<file path="config.mk">
export PLATFORM = sky130hd
export DESIGN_NAME = hazard_scoreboard
export DESIGN_NICKNAME = d
export VERILOG_FILES = /design/src/rtl/hazard_scoreboard_pkg.sv /design/src/rtl/hazard_scoreboard_slot.sv /design/src/rtl/hazard_scoreboard.sv
export SDC_FILE = /design/constraint.sdc
export NUM_CORES = 1
export LEC_CHECK = 0
export CORE_UTILIZATION = 45
export CTS_CLUSTER_DIAMETER = 100
export DETAILED_ROUTE_END_ITERATION = 6
export PLACE_DENSITY = 0.73
export REMOVE_ABC_BUFFERS = 1
export SLEW_MARGIN = 20
export SYNTH_ARGS = -nofsm -noshare
export SYNTH_HDL_FRONTEND = slang
export SYNTH_SLANG_ARGS = --single-unit
</file>
<file path="constraint.sdc">
create_clock -name clk -period 3.8 [get_ports clk]
set_input_delay 0.57 -clock clk [delete_from_list [all_inputs] [get_ports clk]]
set_output_delay 0.57 -clock clk [all_outputs]
set_load 0.05 [all_outputs]
</file>
<file path="src/rtl/hazard_scoreboard_pkg.sv">
// Shared types for the hazard scoreboard: forwarding-select encoding, FSM states,
// the in-flight write record and the youngest-producer selection helper.
package hazard_scoreboard_pkg;

   // Register numbers are carried zero-extended to this width inside the scoreboard.
   localparam int RD_MAX_W = 8;

   typedef logic [RD_MAX_W-1:0] rd_t;

   typedef enum logic [1:0] {
      FWD_RF  = 2'd0,
      FWD_EX  = 2'd1,
      FWD_MEM = 2'd2,
      FWD_WB  = 2'd3
   } fwd_sel_t;

   typedef enum logic [1:0] {
      RUN      = 2'd0,
      LU_STALL = 2'd1,
      HALTED   = 2'd2
   } state_t;

   typedef struct packed {
      logic v;
      rd_t  rd;
      logic ld;
   } inflight_t;

   // hits[0]=EX, hits[1]=MEM, hits[2]=WB; the youngest producer holds the freshest value.
   function automatic fwd_sel_t pick_fwd(input logic [2:0] hits);
      fwd_sel_t sel;
      sel = FWD_RF;
      if (hits[0])      sel = FWD_EX;
      else if (hits[1]) sel = FWD_MEM;
      else if (hits[2]) sel = FWD_WB;
      return sel;
   endfunction

endpackage

</file>
<file path="src/rtl/hazard_scoreboard_slot.sv">
// One in-flight write record {v, rd, ld} with its source-operand comparators.
module inflight_slot
   import hazard_scoreboard_pkg::*;
(
   input  logic      clk,
   input  logic      rst,
   input  logic      shift,
   input  inflight_t entry_next,
   input  rd_t       num_a,
   input  rd_t       num_b,
   input  logic      use_a,
   input  logic      use_b,
   output inflight_t entry,
   output logic      hit_a,
   output logic      hit_b
);

   inflight_t entry_reg;

   always_ff @(posedge clk) begin
      if (!rst) begin
         entry_reg <= '0;
      end else if (shift) begin
         entry_reg <= entry_next;
      end
   end

   assign entry = entry_reg;
   assign hit_a = use_a && entry_reg.v && (entry_reg.rd == num_a);
   assign hit_b = use_b && entry_reg.v && (entry_reg.rd == num_b);

endmodule

</file>
<file path="src/rtl/hazard_scoreboard.sv">
// Tracks writes in flight through EX/MEM/WB, selects EX operand forwarding and
// stalls the front end for one cycle on a load-use hazard.
module hazard_scoreboard
   import hazard_scoreboard_pkg::*;
#(
   parameter int REG_W = 3,
   parameter int CNT_W = 16
) (
   input  logic             clk,
   input  logic             rst,
   input  logic             valid_in,
   input  logic [REG_W-1:0] num_Rm_in,
   input  logic [REG_W-1:0] num_Rn_in,
   input  logic [REG_W-1:0] num_Rd_in,
   input  logic [2:0]       used_in,
   input  logic             loads_in,
   input  logic             flush_in,
   input  logic             halt_in,
   output logic             update_out,
   output logic             bubble_out,
   output logic [1:0]       fwdA_sel,
   output logic [1:0]       fwdB_sel,
   output logic [CNT_W-1:0] stall_count
);

   rd_t              num_rm;
   rd_t              num_rn;
   rd_t              num_rd;
   logic             use_rm;
   logic             use_rn;
   inflight_t        ex_next;
   inflight_t        slot_d  [3];
   inflight_t        entries [3];
   logic [2:0]       hit_a;
   logic [2:0]       hit_b;
   logic             lu_hz;
   logic             shift;
   fwd_sel_t         fwd_a;
   fwd_sel_t         fwd_b;
   state_t           state_reg;
   logic [CNT_W-1:0] stall_count_reg;

   always_comb begin
      num_rm = '0;
      num_rn = '0;
      num_rd = '0;
      num_rm[REG_W-1:0] = num_Rm_in;
      num_rn[REG_W-1:0] = num_Rn_in;
      num_rd[REG_W-1:0] = num_Rd_in;
   end

   assign use_rm = valid_in & used_in[2];
   assign use_rn = valid_in & used_in[1];

   // A load in EX has no result yet; anything reading it must wait one cycle.
   assign lu_hz = entries[0].ld & (hit_a[0] | hit_b[0]);
   assign shift = !halt_in;

   always_comb begin
      ex_next = '0;
      if (!flush_in && !lu_hz) begin
         ex_next.v  = valid_in & used_in[0];
         ex_next.rd = num_rd;
         ex_next.ld = valid_in & loads_in;
      end
   end

   generate
      for (genvar gi = 0; gi < 3; gi++) begin : g_slot
         if (gi == 0) begin : g_head
            assign slot_d[gi] = ex_next;
         end else begin : g_tail
            assign slot_d[gi] = entries[gi-1];
         end

         inflight_slot u_slot (
            .clk        (clk),
            .rst        (rst),
            .shift      (shift),
            .entry_next (slot_d[gi]),
            .num_a      (num_rm),
            .num_b      (num_rn),
            .use_a      (use_rm),
            .use_b      (use_rn),
            .entry      (entries[gi]),
            .hit_a      (hit_a[gi]),
            .hit_b      (hit_b[gi])
         );
      end
   endgenerate

   always_ff @(posedge clk) begin
      if (!rst) begin
         state_reg       <= RUN;
         stall_count_reg <= '0;
      end else begin
         // The stall cycle put a bubble in EX, so a second back-to-back stall cannot occur.
         if (state_reg == LU_STALL) begin
            assert (!lu_hz);
         end
         if (halt_in) begin
            state_reg <= HALTED;
         end else if (!flush_in && lu_hz) begin
            state_reg <= LU_STALL;
            if (stall_count_reg != {CNT_W{1'b1}}) begin
               stall_count_reg <= stall_count_reg + CNT_W'(1);
            end
         end else begin
            state_reg <= RUN;
         end
      end
   end

   always_comb begin
      update_out = 1'b1;
      bubble_out = 1'b0;
      fwd_a      = FWD_RF;
      fwd_b      = FWD_RF;
      if (rst) begin
         fwd_a = pick_fwd(hit_a);
         fwd_b = pick_fwd(hit_b);
         if (halt_in) begin
            update_out = 1'b0;
         end else if (flush_in) begin
            bubble_out = 1'b1;
         end else if (lu_hz) begin
            update_out = 1'b0;
            bubble_out = 1'b1;
         end else begin
            bubble_out = !valid_in;
         end
      end
   end

   assign fwdA_sel    = fwd_a;
   assign fwdB_sel    = fwd_b;
   assign stall_count = stall_count_reg;

endmodule

</file>
Word level (Yosys, flattened, before mapping)
Cells that the tools add are included.
{"block": "totals", "input_bits": 18, "regBits": 44, "elab_cells": 58, "output_inout_bits": 22}
{"block": "classes", "eq_ne": 7, "add_sub_neg": 1, "reduce_logical": 18, "mux": 17, "bitwise": 7}
{"operator": "$eq A8 B3 Y1", "count": 6}
{"operator": "$add A16 B1 Y16 const B", "count": 1}
{"operator": "$mux W2", "count": 8}
{"operator": "$ne A16 B16 Y1 const B", "count": 1}
{"operator": "$logic_and A1 B1 Y1", "count": 14}
{"operator": "$mux W10", "count": 1}
{"operator": "$mux W1", "count": 8}
{"operator": "$and A1 B1 Y1", "count": 5}
{"operator": "$logic_not A1 Y1", "count": 3}
{"operator": "$reduce_and A3 Y1", "count": 1}
{"operator": "$not A1 Y1", "count": 1}
{"operator": "$or A1 B1 Y1", "count": 1}

Logic depth before layout (Yosys ltp)
{"block": "depth", "depth_word": 9, "depth_mapped": 7, "depth_no_buf": 6}

Cells and area by module
Synthesis repeated with hierarchy kept, for this count alone.
{"block": "hier_totals", "hier_cells": 278, "hier_area_um2": 2653.8}
{"mod": "inflight_slot", "area_per_inst_um2": 566.8, "cells_each": 55, "instances": 3, "seq_area_each_um2": 200.2}
{"mod": "hazard_scoreboard", "area_per_inst_um2": 953.4, "cells_each": 113, "instances": 1, "seq_area_each_um2": 320.3}

Worst setup path after synthesis
Ideal clock, no wire load.
{"block": "synth_timing", "path_kind": "input-to-output", "startpoint": "input port num_Rn_in[1]", "endpoint": "output port update_out", "path_buffers": 1, "stages": 6, "setup_slack_ns": 0.807, "t_required_ns": 3.230, "arrival_time_ns": 2.423, "cell_sequence": "xor2_1 > nor4_4 > nor2_2 > buf_2 > nor3_1 > o21ai_0"}
{"block": "synth_via", "elab_chain_cells": 8}
{"element": "from (decl)", "line": "hazard_scoreboard.sv:13", "rtl": "input logic [REG_W-1:0] num_Rn_in,"}
{"element": "$eq A8 B3 Y1", "line": "hazard_scoreboard_slot.sv:30", "rtl": "assign hit_b = use_b && entry_reg.v && (entry_reg.rd == num_b);"}
{"element": "$logic_and A1 B1 Y1", "line": "hazard_scoreboard_slot.sv:30"}
{"element": "$or A1 B1 Y1", "line": "hazard_scoreboard.sv:56", "rtl": "assign lu_hz = entries[0].ld & (hit_a[0] | hit_b[0]);"}
{"element": "$and A1 B1 Y1", "line": "hazard_scoreboard.sv:56"}
{"element": "$mux W1", "line": "hazard_scoreboard.sv:126", "rtl": "end else if (lu_hz) begin"}
{"element": "$mux W1", "line": "hazard_scoreboard.sv:124", "rtl": "end else if (flush_in) begin"}
{"element": "$mux W1", "line": "hazard_scoreboard.sv:122", "rtl": "if (halt_in) begin"}
{"element": "$mux W1", "line": "hazard_scoreboard.sv:119", "rtl": "if (rst) begin"}
{"element": "to (decl)", "line": "hazard_scoreboard.sv:19", "rtl": "output logic update_out,"}
No other way between the ends.

Worst setup path in the final report
{"block": "layout_timing", "startpoint": "input port num_Rm_in[2]", "endpoint": "output port fwdA_sel[0]"}
{"block": "layout_via", "elab_chain_cells": 6, "word_cells_on_any_way": 10, "classes_between": "3 x eq/ne; 4 x mux; 3 x reduce/logical"}
{"element": "from (decl)", "line": "hazard_scoreboard.sv:12", "rtl": "input logic [REG_W-1:0] num_Rm_in,"}
{"element": "$eq A8 B3 Y1", "line": "hazard_scoreboard_slot.sv:29", "rtl": "assign hit_a = use_a && entry_reg.v && (entry_reg.rd == num_a);"}
{"element": "$logic_and A1 B1 Y1", "line": "hazard_scoreboard_slot.sv:29"}
{"element": "$mux W2", "line": "hazard_scoreboard_pkg.sv:35", "rtl": "else if (hits[2]) sel = FWD_WB;"}
{"element": "$mux W2", "line": "hazard_scoreboard_pkg.sv:34", "rtl": "else if (hits[1]) sel = FWD_MEM;"}
{"element": "$mux W2 *", "line": "hazard_scoreboard_pkg.sv:33", "rtl": "if (hits[0]) sel = FWD_EX;"}
{"element": "$mux W2 *", "line": "hazard_scoreboard.sv:119"}
{"element": "to (decl)", "line": "hazard_scoreboard.sv:21", "rtl": "output logic [1:0] fwdA_sel,"}
Every way passes the cells marked *; elsewhere a longest branch is shown, timed or not.

==> results.txt <==
Hold Path End = stall_count[8]
Setup TNS = 0 ns
Share of cells above drive strength 1 = 8.502%
Fin Hold WS = 0.4985 ns
Avg Synthesized Cell Area = 8.268 sq um
Area contributors post-synth = dfxtp_1 34%, xor2_1 9.9%, mux2i_1 8.9%
Layout Area Growth over Synthesis = 33.31%
H-tree Lvls = 2
Total gr overflow = 0
CTS tree = done
Vias in the first global route = 1,419
Clock-pin slew on the worst setup and hold paths = 0.06 ns
Net Sw Power = 160.5 uW
# IOs = 40
Worst r2r dst = stall_count[14]
Final period util = 85.19%
Antenna violations before repair = 0
Ys Warns = 0
Clk network pwr share = 42.7%
Slew Limit Fails = 0
Actual slew at the worst max-slew pin = 0.5462 ns
Core area = 0.003468 sq mm
Starting Density = 48.63%
Final cell count without fillers = 293
Max Clk Rate = 0.3089 GHz
Die Area = 0.003997 sq mm
Worst r2r src = stall_count[0]
Run status = finished clean
Commonest non-fill, non-tap cells in the layout = 35 x clkdlybuf4s50_1, 29 x dfxtp_1, 23 x nand3_1
CTS sink count = 29
Post-synthesis sequential area ratio = 34.42%
Sequential share of power = 47.0%
Drt pass-1 iters = 4
Final Hold Viols = 0
Switching share of power = 24.28%
Total length of routed wires = 3.957 mm
Slew HR = 63.25%
Reg-to-reg setup timing slack = 1.78 ns
Placed Cells = 285
Final setup vio count = 0
Average wire per standard cell = 13.51 microns
Hold_buf cts = 0
EDFF count, synth = 0
Synthesized area = 0.001687 sq mm
Maxcap violations = 0
HP Class = flip-flop to flip-flop
Min-delay src = stall_count[8]
CP required = 3.23 ns
Design area = 0.002248 sq mm
Via density = 5.433
Synth area leader = dfxtp_1
Worst setup EP type = output pin
Antenna Nets Post-Route = 0
First-pass GRT wire length = 6.630 mm
Nets@finish = 265
Pwr/cell area = 294.1 mW/mm^2
Clk_lat worst skew = 0.29 ns
GRT Total Usage = 21.65%
Gate power share = 10.3%
Top cell type's share of synthesized area = 34.42%
Maximum vdd drop = 0.2237 mV
Postcts setup bufs = 0
Clk_skew = 0.005101 ns
Slack of the critical path = 0.5629 ns
CP Launch Type = input pin
Critical path type = input pin to output pin
Commonest non-fill, non-tap cell in the layout = clkdlybuf4s50_1
Vias = 1,592
Number of port buffers = 39
CTS max path bufs = 2
Reg2Reg Depth = 6
Synth unique cells = 35
Post-place setup slack = 0.5645 ns
Die extent in y = 63.22 microns
Placed inst area = 0.002147 sq mm
Int Pwr = 500.7 uW
TritonCTS buffer count = 5
DRC Markers = 0
Static Leak = 0.0008136 uW
Top_reg_cell synth = dfxtp_1
Max reg flops = 16
Largest net degree at the start of global routing = 18
RePlAce Congestion = 0.8737
Async set-reset flop share out of synthesis = 0%
Hold path depth = 2
Root Driver = clkbuf_8
1st-iter DRT viols = 128
CP arrival = 2.67 ns
Diode count = 0
# resized after CTS = 0
Tmin final = 3.237 ns
Crit path max fanout = 3
Die W = 63.22 microns
Cells after synthesis = 204
# rows = 21
Hpwl dp = 3.043 mm
Synth Register Bits = 29
RSZ-0062 raised after global routing = false
power by group through the flow:
stage / combinational (uW) / sequential [uW] / clock [uW]
4_1_cts: 67.8 / 311 / 287
3_3_place_gp: 67.4 / 317 / 0
3_5_place_dp: 67.3 / 317 / 0
5_1_grt: 73.3 / 311 / 303
6_report: 67.9 / 311 / 283
2_1_floorplan: 28.0 / 316 / 0
synthesized netlist by cell type (2+ instances only):
| cell | count |
|---|---|
| a211oi_1 | 3 |
| a21oi_1 | 6 |
| and3_1 | 2 |
| and4_1 | 2 |
| buf_2 | 2 |
| clkbuf_1 | 5 |
| dfxtp_1 | 29 |
| inv_1 | 4 |
| mux2i_1 | 15 |
| nand2_1 | 12 |
| nand2b_1 | 6 |
| nand3_1 | 23 |
| nand4_1 | 6 |
| nor2_1 | 15 |
| nor2b_1 | 4 |
| nor3_1 | 9 |
| nor4_1 | 6 |
| nor4_4 | 2 |
| o21a_1 | 2 |
| o21ai_0 | 12 |
| o31ai_1 | 2 |
| or2_2 | 2 |
| or3_1 | 4 |
| or4_1 | 2 |
| xor2_1 | 19 |
per-layer routing:
metal  track usage, %  wire, microns  vias to the layer above
li1                 -              -                      824
met1            31.23           2024                      710
met2            28.49           1589                       48
met3            5.254            232                       10
met4            12.78            110                        0
met5                0              0                        -
kinds of logic after synthesis:
group	Yosys count	share of synthesized area (%)
AND/OR/NAND/NOR	98	32.34
AO/OA/AOI/OAI	29	10.68
flip-flops	29	34.42
XOR/XNOR	19	9.866
multiplexers	15	8.902
buffers and inverters	13	3.041
adder cells (fa/ha/maj)	1	0.7417
critical path, stage by stage:
cell and delay [ns]:
clkdlybuf4s50_1 0.48, xor2_1 0.18, nor4_1 0.35, nor2b_1 0.18
o21a_1 0.11, clkdlybuf4s50_1 0.79
worst max-delay path by stage:
stage	from	end	slack, ns	depth (start not counted)
finish	num_Rm_in[2]	fwdA_sel[0]	0.56	6
detailed placement	num_Rm_in[2]	fwdA_sel[0]	0.56	5
floorplan	num_Rn_in[1]	update_out	0.82	5
CTS	num_Rm_in[2]	fwdA_sel[0]	0.56	6
global placement	num_Rm_in[2]	fwdA_sel[0]	0.57	5
global route	num_Rm_in[2]	fwdA_sel[0]	0.42	6
layout make-up:
type	count	area [sq um]
clock buffer	7	96.34
clock inverter	1	5.005
fill	314	1220
inverter	5	18.77
multi-input combinational	162	1055
sequential	29	580.6
tap	46	57.56
timing repair buffer	43	435.4
per-stage QoR:
stage / power [uW] / util, %
3_3_place_gp: 384.8 / 61.90
6_report: 661.2 / 64.83
5_1_grt: 687.1 / 64.83
2_1_floorplan: 344.5 / -
4_1_cts: 665.9 / 64.83
3_5_place_dp: 384.7 / 61.90
(Power assumes the default switching activity.)
